File: config.mk
export PLATFORM = sky130hd
export DESIGN_NAME = tdm_demux14
export DESIGN_NICKNAME = d
export VERILOG_FILES = /design/src/rtl/tdm_demux14.sv
export SDC_FILE = /design/constraint.sdc
export NUM_CORES = 1
export LEC_CHECK = 0
export BUFFER_PORTS_ARGS = -buffer_cell sky130_fd_sc_hd__buf_2
export CAP_MARGIN = 0
export CORE_UTILIZATION = 35
export DETAILED_ROUTE_END_ITERATION = 10
export GPL_ROUTABILITY_DRIVEN = 0
export HOLD_SLACK_MARGIN = 0.03
export PLACE_DENSITY_LB_ADDON = 0.25
export SETUP_SLACK_MARGIN = 0.05
export SLEW_MARGIN = 20
export SYNTH_ARGS = -nofsm -noshare
export SYNTH_HDL_FRONTEND = slang
export SYNTH_SLANG_ARGS = --single-unit
File: constraint.sdc
create_clock -name clk -period 2.4 [get_ports clk]
set_clock_uncertainty 0.2 [all_clocks]
set_input_delay 0.12 -clock clk [delete_from_list [all_inputs] [get_ports clk]]
set_output_delay 0.12 -clock clk [all_outputs]
set_load 0.02 [all_outputs]
File: src/rtl/tdm_demux14.sv
// rtl/tdm_demux14.sv - receive-side 4-slot TDM demultiplexer with frame and gap tracking
module tdm_demux14 #(
  parameter int WIDTH   = 4,
  parameter int GAP_MAX = 8
) (
  input  logic             clk,
  input  logic             rst,
  input  logic [WIDTH-1:0] din,
  input  logic             din_valid,
  input  logic             frame_start,
  output logic [WIDTH-1:0] out1,
  output logic [WIDTH-1:0] out2,
  output logic [WIDTH-1:0] out3,
  output logic [WIDTH-1:0] out4,
  output logic             frame_done,
  output logic             sync_err,
  output logic [1:0]       slot
);

  typedef enum logic {HUNT = 1'b0, RUN = 1'b1} state_t;

  // Timeout fires on the idle cycle that would bring the counter to GAP_MAX.
  localparam logic [7:0] GAP_LAST = 8'(GAP_MAX - 1);

  state_t           state_q, state_d;
  logic [1:0]       slot_q, slot_d;
  logic [7:0]       gap_q, gap_d;
  logic [WIDTH-1:0] sh0_q, sh1_q, sh2_q, sh0_d, sh1_d, sh2_d;
  logic [WIDTH-1:0] o1_q, o2_q, o3_q, o4_q, o1_d, o2_d, o3_d, o4_d;
  logic             done_q, done_d, err_q, err_d;

  always_ff @(posedge clk) begin
    if (rst) begin
      state_q <= HUNT;
      slot_q  <= 2'd0;
      gap_q   <= 8'd0;
      sh0_q   <= '0;
      sh1_q   <= '0;
      sh2_q   <= '0;
      o1_q    <= '0;
      o2_q    <= '0;
      o3_q    <= '0;
      o4_q    <= '0;
      done_q  <= 1'b0;
      err_q   <= 1'b0;
    end else begin
      state_q <= state_d;
      slot_q  <= slot_d;
      gap_q   <= gap_d;
      sh0_q   <= sh0_d;
      sh1_q   <= sh1_d;
      sh2_q   <= sh2_d;
      o1_q    <= o1_d;
      o2_q    <= o2_d;
      o3_q    <= o3_d;
      o4_q    <= o4_d;
      done_q  <= done_d;
      err_q   <= err_d;
    end
  end

  always_comb begin
    state_d = state_q;
    slot_d  = slot_q;
    gap_d   = gap_q;
    sh0_d   = sh0_q;
    sh1_d   = sh1_q;
    sh2_d   = sh2_q;
    o1_d    = o1_q;
    o2_d    = o2_q;
    o3_d    = o3_q;
    o4_d    = o4_q;
    done_d  = 1'b0;
    err_d   = 1'b0;
    if (din_valid) begin
      if (state_q == HUNT) begin
        if (frame_start) begin
          sh0_d   = din;
          slot_d  = 2'd1;
          state_d = RUN;
        end
      end else begin
        gap_d = 8'd0;
        if (frame_start && slot_q != 2'd0) begin
          // Resynchronise on the misplaced start: this beat becomes slot 0.
          err_d  = 1'b1;
          sh0_d  = din;
          slot_d = 2'd1;
        end else begin
          case (slot_q)
            2'd0: sh0_d = din;
            2'd1: sh1_d = din;
            2'd2: sh2_d = din;
            default: begin
              o1_d   = sh0_q;
              o2_d   = sh1_q;
              o3_d   = sh2_q;
              o4_d   = din;
              done_d = 1'b1;
            end
          endcase
          slot_d = slot_q + 2'd1;
        end
      end
    end else if (state_q == RUN && slot_q != 2'd0) begin
      if (gap_q >= GAP_LAST) begin
        err_d   = 1'b1;
        state_d = HUNT;
        slot_d  = 2'd0;
        gap_d   = 8'd0;
      end else begin
        gap_d = gap_q + 8'd1;
      end
    end
  end

  always_comb begin
    out1       = o1_q;
    out2       = o2_q;
    out3       = o3_q;
    out4       = o4_q;
    frame_done = done_q;
    sync_err   = err_q;
    slot       = slot_q;
  end

endmodule

[Word level (Yosys, flattened, before mapping)]
Index checks and enable logic that the tools add are counted.
Operators by class
  add/subtract/negate cells: 2
  multiply operators: 0
  divide/modulo/power cells: 0
  $lt $le $gt $ge: 1
  equal/unequal tests: 5
  shift-type cells: 0
  multiplexer cells: 25
  bitwise gates (word level): 4
  reductions and logical operators: 16
Operator list (number)
  $mux W8: 4
  $mux W4: 4
  $mux W2: 6
  $reduce_and A4 Y1: 3
  $mux W1: 11
  $add A8 B1 Y8 const B: 1
  $ge A8 B3 Y1 const B: 1
  $reduce_bool A2 Y1: 4
  $ne A3 B1 Y1 const B: 2
  $reduce_and A3 Y1: 2
  $not A1 Y1: 4
  $reduce_and A2 Y1: 2
  $reduce_or A4 Y1: 1
  $reduce_or A3 Y1: 1
  $add A2 B1 Y2 const B: 1
  $eq A2 B1 Y1 const B: 1
  $eq A2 B2 Y1 const B: 1
  $logic_and A1 B1 Y1: 2
  $logic_not A2 Y1: 1
  $ne A2 B1 Y1 const B: 1
Word-level totals
  register bits after elaboration: 41
  latch bits: 0
  bits in writable memories: 0
  bits in read-only memories: 0
  bits of input ports: 8
  word-level logic and storage cells: 65
  memories kept: 0

[Depth between registers and ports, before layout]
  word-level depth: 5
  gate-level depth with buffers: 7
  mapped depth without buffers: 5

[Worst setup path before layout]
No wires, ideal clock.
  kind: register to register
  start: register slot_q[0] (netlist: slot[0])
  end: register slot_q[1] (netlist: slot[1])
  setup time: 131 ps
  arrival: 1466 ps
  required time: 2069 ps
  slack: 603 ps
  cell stages (with the launch flop): 8
  buffers on the path: 2
  period minus slack after synthesis: 1797 ps
  cell sequence: dfxtp_1 > inv_1 > ha_1 > nand2b_1 > buf_4 > buf_6 > nand4_1 > o41ai_2
On the way
  word-level cells in the longest chain between the ends: 5
RTL lines
  from (decl): line 26  | logic [1:0] slot_q, slot_d;
  from (signal assigned): line 48  | slot_q <= slot_d;
  branches (longest 5 deep; another with $add A2 B1 Y2)
Several ways; the timed one is not identified.
A chain may end at the register's enable or synchronous reset.

[Worst setup path in the final report]
  start: register slot_q[0] (netlist: slot[0])
  end: register sh0_q[3]
On the way
  word-level cells in the longest chain between the ends: 4
RTL lines
  $reduce_bool A2 Y1: line 84  | if (frame_start && slot_q != 2'd0) begin
  $logic_and A1 B1 Y1: line 84
  $ne A3 B1 Y1 (no line) or $mux W4 (tied branches)
  $reduce_and A3 Y1 (no line) or $mux W4 (tied branches)
  to (signal assigned): line 37  | sh0_q <= '0;
  to (signal assigned): line 50  | sh0_q <= sh0_d;
  to (decl): line 28  | logic [WIDTH-1:0] sh0_q, sh1_q, sh2_q, sh0_d, sh1_d, sh2_d;
Parallel ways exist; a longest one is shown, timed or not.

==> impl_metrics.json <==
{
  "report.final.hold_viol_count": 0,
  "final_max_slew_viol_count": 0,
  "maxSlewHeadroom": 0.625,
  "yosysSeqAreaShare": 0.441,
  "p_seq_frac": 0.548,
  "grt_overflow": 0,
  "cts_sinks": 41,
  "layout_commonest_cell": "dfxtp_1",
  "postSynthAreaPerCell_um2": 9.31,
  "io_pins": 28,
  "final_antenna_net_count": 0,
  "worstHoldStart": "rst",
  "powerDensity_nw_per_um2": 580,
  "die_area_um2": 5620,
  "wirelength_mm": 4.34,
  "switching_share": 0.265,
  "fillerInstances": 540,
  "root_buffer": "clkbuf_8",
  "crit_path_max_incr_delay_ps": 550,
  "combPwrFrac": 0.105,
  "clock_path_buffers": 2,
  "ff_latch_area_um2": 821,
  "grt_pass1_vias": 1474,
  "die_h_um": 74.9,
  "synth-seq-cells": 41,
  "numCtsBuffers": 5,
  "critPathSlowestCell": "dlygate4sd3_1",
  "portBuffers": 27,
  "routed_via_density": 5.39,
  "drc": 0,
  "yosysUniqueCellTypes": 34,
  "syn_to_final_growth_pct": 17.4,
  "reg2reg_depth": 6,
  "fin_tns_setup_ps": 0,
  "cts_max_level": 2,
  "critPathLaunch": "slot[0]$_SDFFE_PP0P_",
  "critPathKind": "reg -> reg",
  "syn_nets": 213,
  "outcome": "finished clean",
  "synth_area_leaders": "dfxtp_1, o31ai_1, nand4_1",
  "crit_buf_inv": 2,
  "rr_endpoint": "sh0_q[3]$_SDFFE_PP0P_",
  "finalCritPeriodShare": 0.871,
  "antenna_found_initial": 0,
  "rsz0062_at_grt": "no",
  "dp_hpwl_mm": 2.80,
  "core_um2": 5110,
  "first_pass_iters": 4,
  "min_to": "sh2_q[2]$_SDFFE_PP0P_",
  "postCtsResizedCells": 0,
  "placed_area_um2": 2010,
  "grt_pass1_wl_mm": 7.07,
  "yosysWarnings": 0,
  "ir_worst_vdd_mv": 0.197,
  "internal-power_w": 0.000931,
  "synth_top_area_cell": "dfxtp_1",
  "synth_top_area_frac": 0.441,
  "post_drt_wl_per_cell_um": 14.4,
  "initial_core_util": 0.365,
  "maxCapViolations": 0,
  "regToRegStartpoint": "slot[0]$_SDFFE_PP0P_",
  "synthCells": 200,
  "grt_max_degree": 27,
  "drive_gt1_frac": 0.216,
  "p_leak_nw": 0.803,
  "cts_tree": "done",
  "setup.worst_path.end_class": "flip-flop",
  "track_usage": 0.166,
  "cpLargestDelayFamily": "buffers and inverters",
  "die_x_um": 74.9,
  "tightestPinTransition_ps": 561,
  "fmax_ghz": 0.478,
  "required_ps": 2360,
  "fin_nets": 243,
  "hold_path.class": "in -> reg",
  "setup-violations-final": 0,
  "via_count": 1623,
  "final_cell_mix": "dfxtp_1, a21oi_1, buf_2",
  "rrSetupSlack_ps": 310,
  "cp-start-kind": "flip-flop",
  "drt_iter0_drc": 133,
  "stdcell_area_um2": 2190,
  "crit_chain": "inv_1 -> ha_1 -> a21o_1 -> nand3_1 -> dlygate4sd3_1 -> a21oi_1",
  "hold_depth": 2,
  "multiInputGateArea_um2": 883,
  "min_period_ps": 2090,
  "switching_power_w": 0.000336,
  "path_max_fanout": 9,
  "insertedDiodeCount": 0,
  "syn_area_um2": 1860,
  "total_power_w": 0.00127,
  "clk_pin_slew_ps": 80,
  "clkPwrFrac": 0.347,
  "crit_arrival_ps": 2050,
  "rows": 26,
  "clk_latency_ps": 290
}
-- through the flow --
step	utilization	std cells	hold WS [ps]	setup slack, ps
after floorplan	-	200	60.7	603
after global placement	0.393	284	225	642
after detailed placement	0.393	284	229	606
after CTS	0.428	301	84.4	308
after global routing	0.428	301	95.9	222
final	0.428	301	93.7	309
-- flip-flops by register name (all words and copies together) (netlist names), 2 cells and up --
| signal | flops |
|---|---|
| out2 | 4 |
| out4 | 4 |
| sh0_q | 4 |
| out1 | 4 |
| out3 | 4 |
| slot | 2 |
| gap_q | 8 |
| sh2_q | 4 |
| sh1_q | 4 |
-- metal layers --
metal / GRT usage / wire length, um / vias to the layer above
met5: 0 / 0 / -
met3: 0.0402 / 170 / 5
met4: 0.0440 / 44 / 0
li1: - / - / 824
met1: 0.212 / 2090 / 756
met2: 0.280 / 2030 / 38
-- worst max-delay path by stage --
| stage | end | slack (ps) | depth (start not counted) |
|---|---|---|---|
| 2_1_floorplan | slot[1]$_SDFFE_PP0P_ | 600 | 7 |
| 3_3_place_gp | slot[0]$_SDFFE_PP0P_ | 640 | 6 |
| 3_5_place_dp | slot[0]$_SDFFE_PP0P_ | 610 | 6 |
| 4_1_cts | sh0_q[3]$_SDFFE_PP0P_ | 310 | 6 |
| 5_1_grt | sh0_q[3]$_SDFFE_PP0P_ | 220 | 6 |
| 6_report | sh0_q[3]$_SDFFE_PP0P_ | 310 | 6 |
-- timing repair --
| action | in CTS | in global routing |
|---|---|---|
| buffers inserted | 0 | 0 |
| hold endpoints to repair | 18 | 0 |
| hold buffers | 9 | 0 |
-- cells in the mapped netlist, drive strengths merged --
cell,count
a2111oi,1
a211oi,1
a21o,1
a21oi,32
a22o,1
a31oi,1
a32o,2
a41oi,1
and2,5
and3,3
buf,16
clkbuf,4
dfxtp,41
ha,5
inv,8
nand2,1
nand2b,3
nand3,5
nand4,25
nor2,4
nor2b,1
nor3,2
nor4,5
o21a,1
o21ai,4
o31ai,25
o41ai,1
or3b,1
-- power by group through the flow --
stage / registers [W] / logic, W / clock network [W]
floorplan: 0.000711 / 0.0000907 / 0
global placement: 0.000710 / 0.000122 / 0
detailed placement: 0.000711 / 0.000120 / 0
CTS: 0.000695 / 0.000132 / 0.000455
global route: 0.000696 / 0.000144 / 0.000485
finish: 0.000694 / 0.000133 / 0.000440
-- cell families after synthesis --
family	after synthesis	share of synthesized area
fa+ha+maj	5	0.0336
compound gates	71	0.252
simple gates	55	0.188
buf+inv	28	0.0860
flops	41	0.441
-- cell type report --
cell class	instances	share of cell area
clock buffers	5	0.0315
well taps	70	0.0401
flip-flops and latches	41	0.376
clock inverters	3	0.00801
inverters	8	0.0137
repair buffers	43	0.127
multi-input cells	131	0.404
Power figures use the tool's default switching activity.
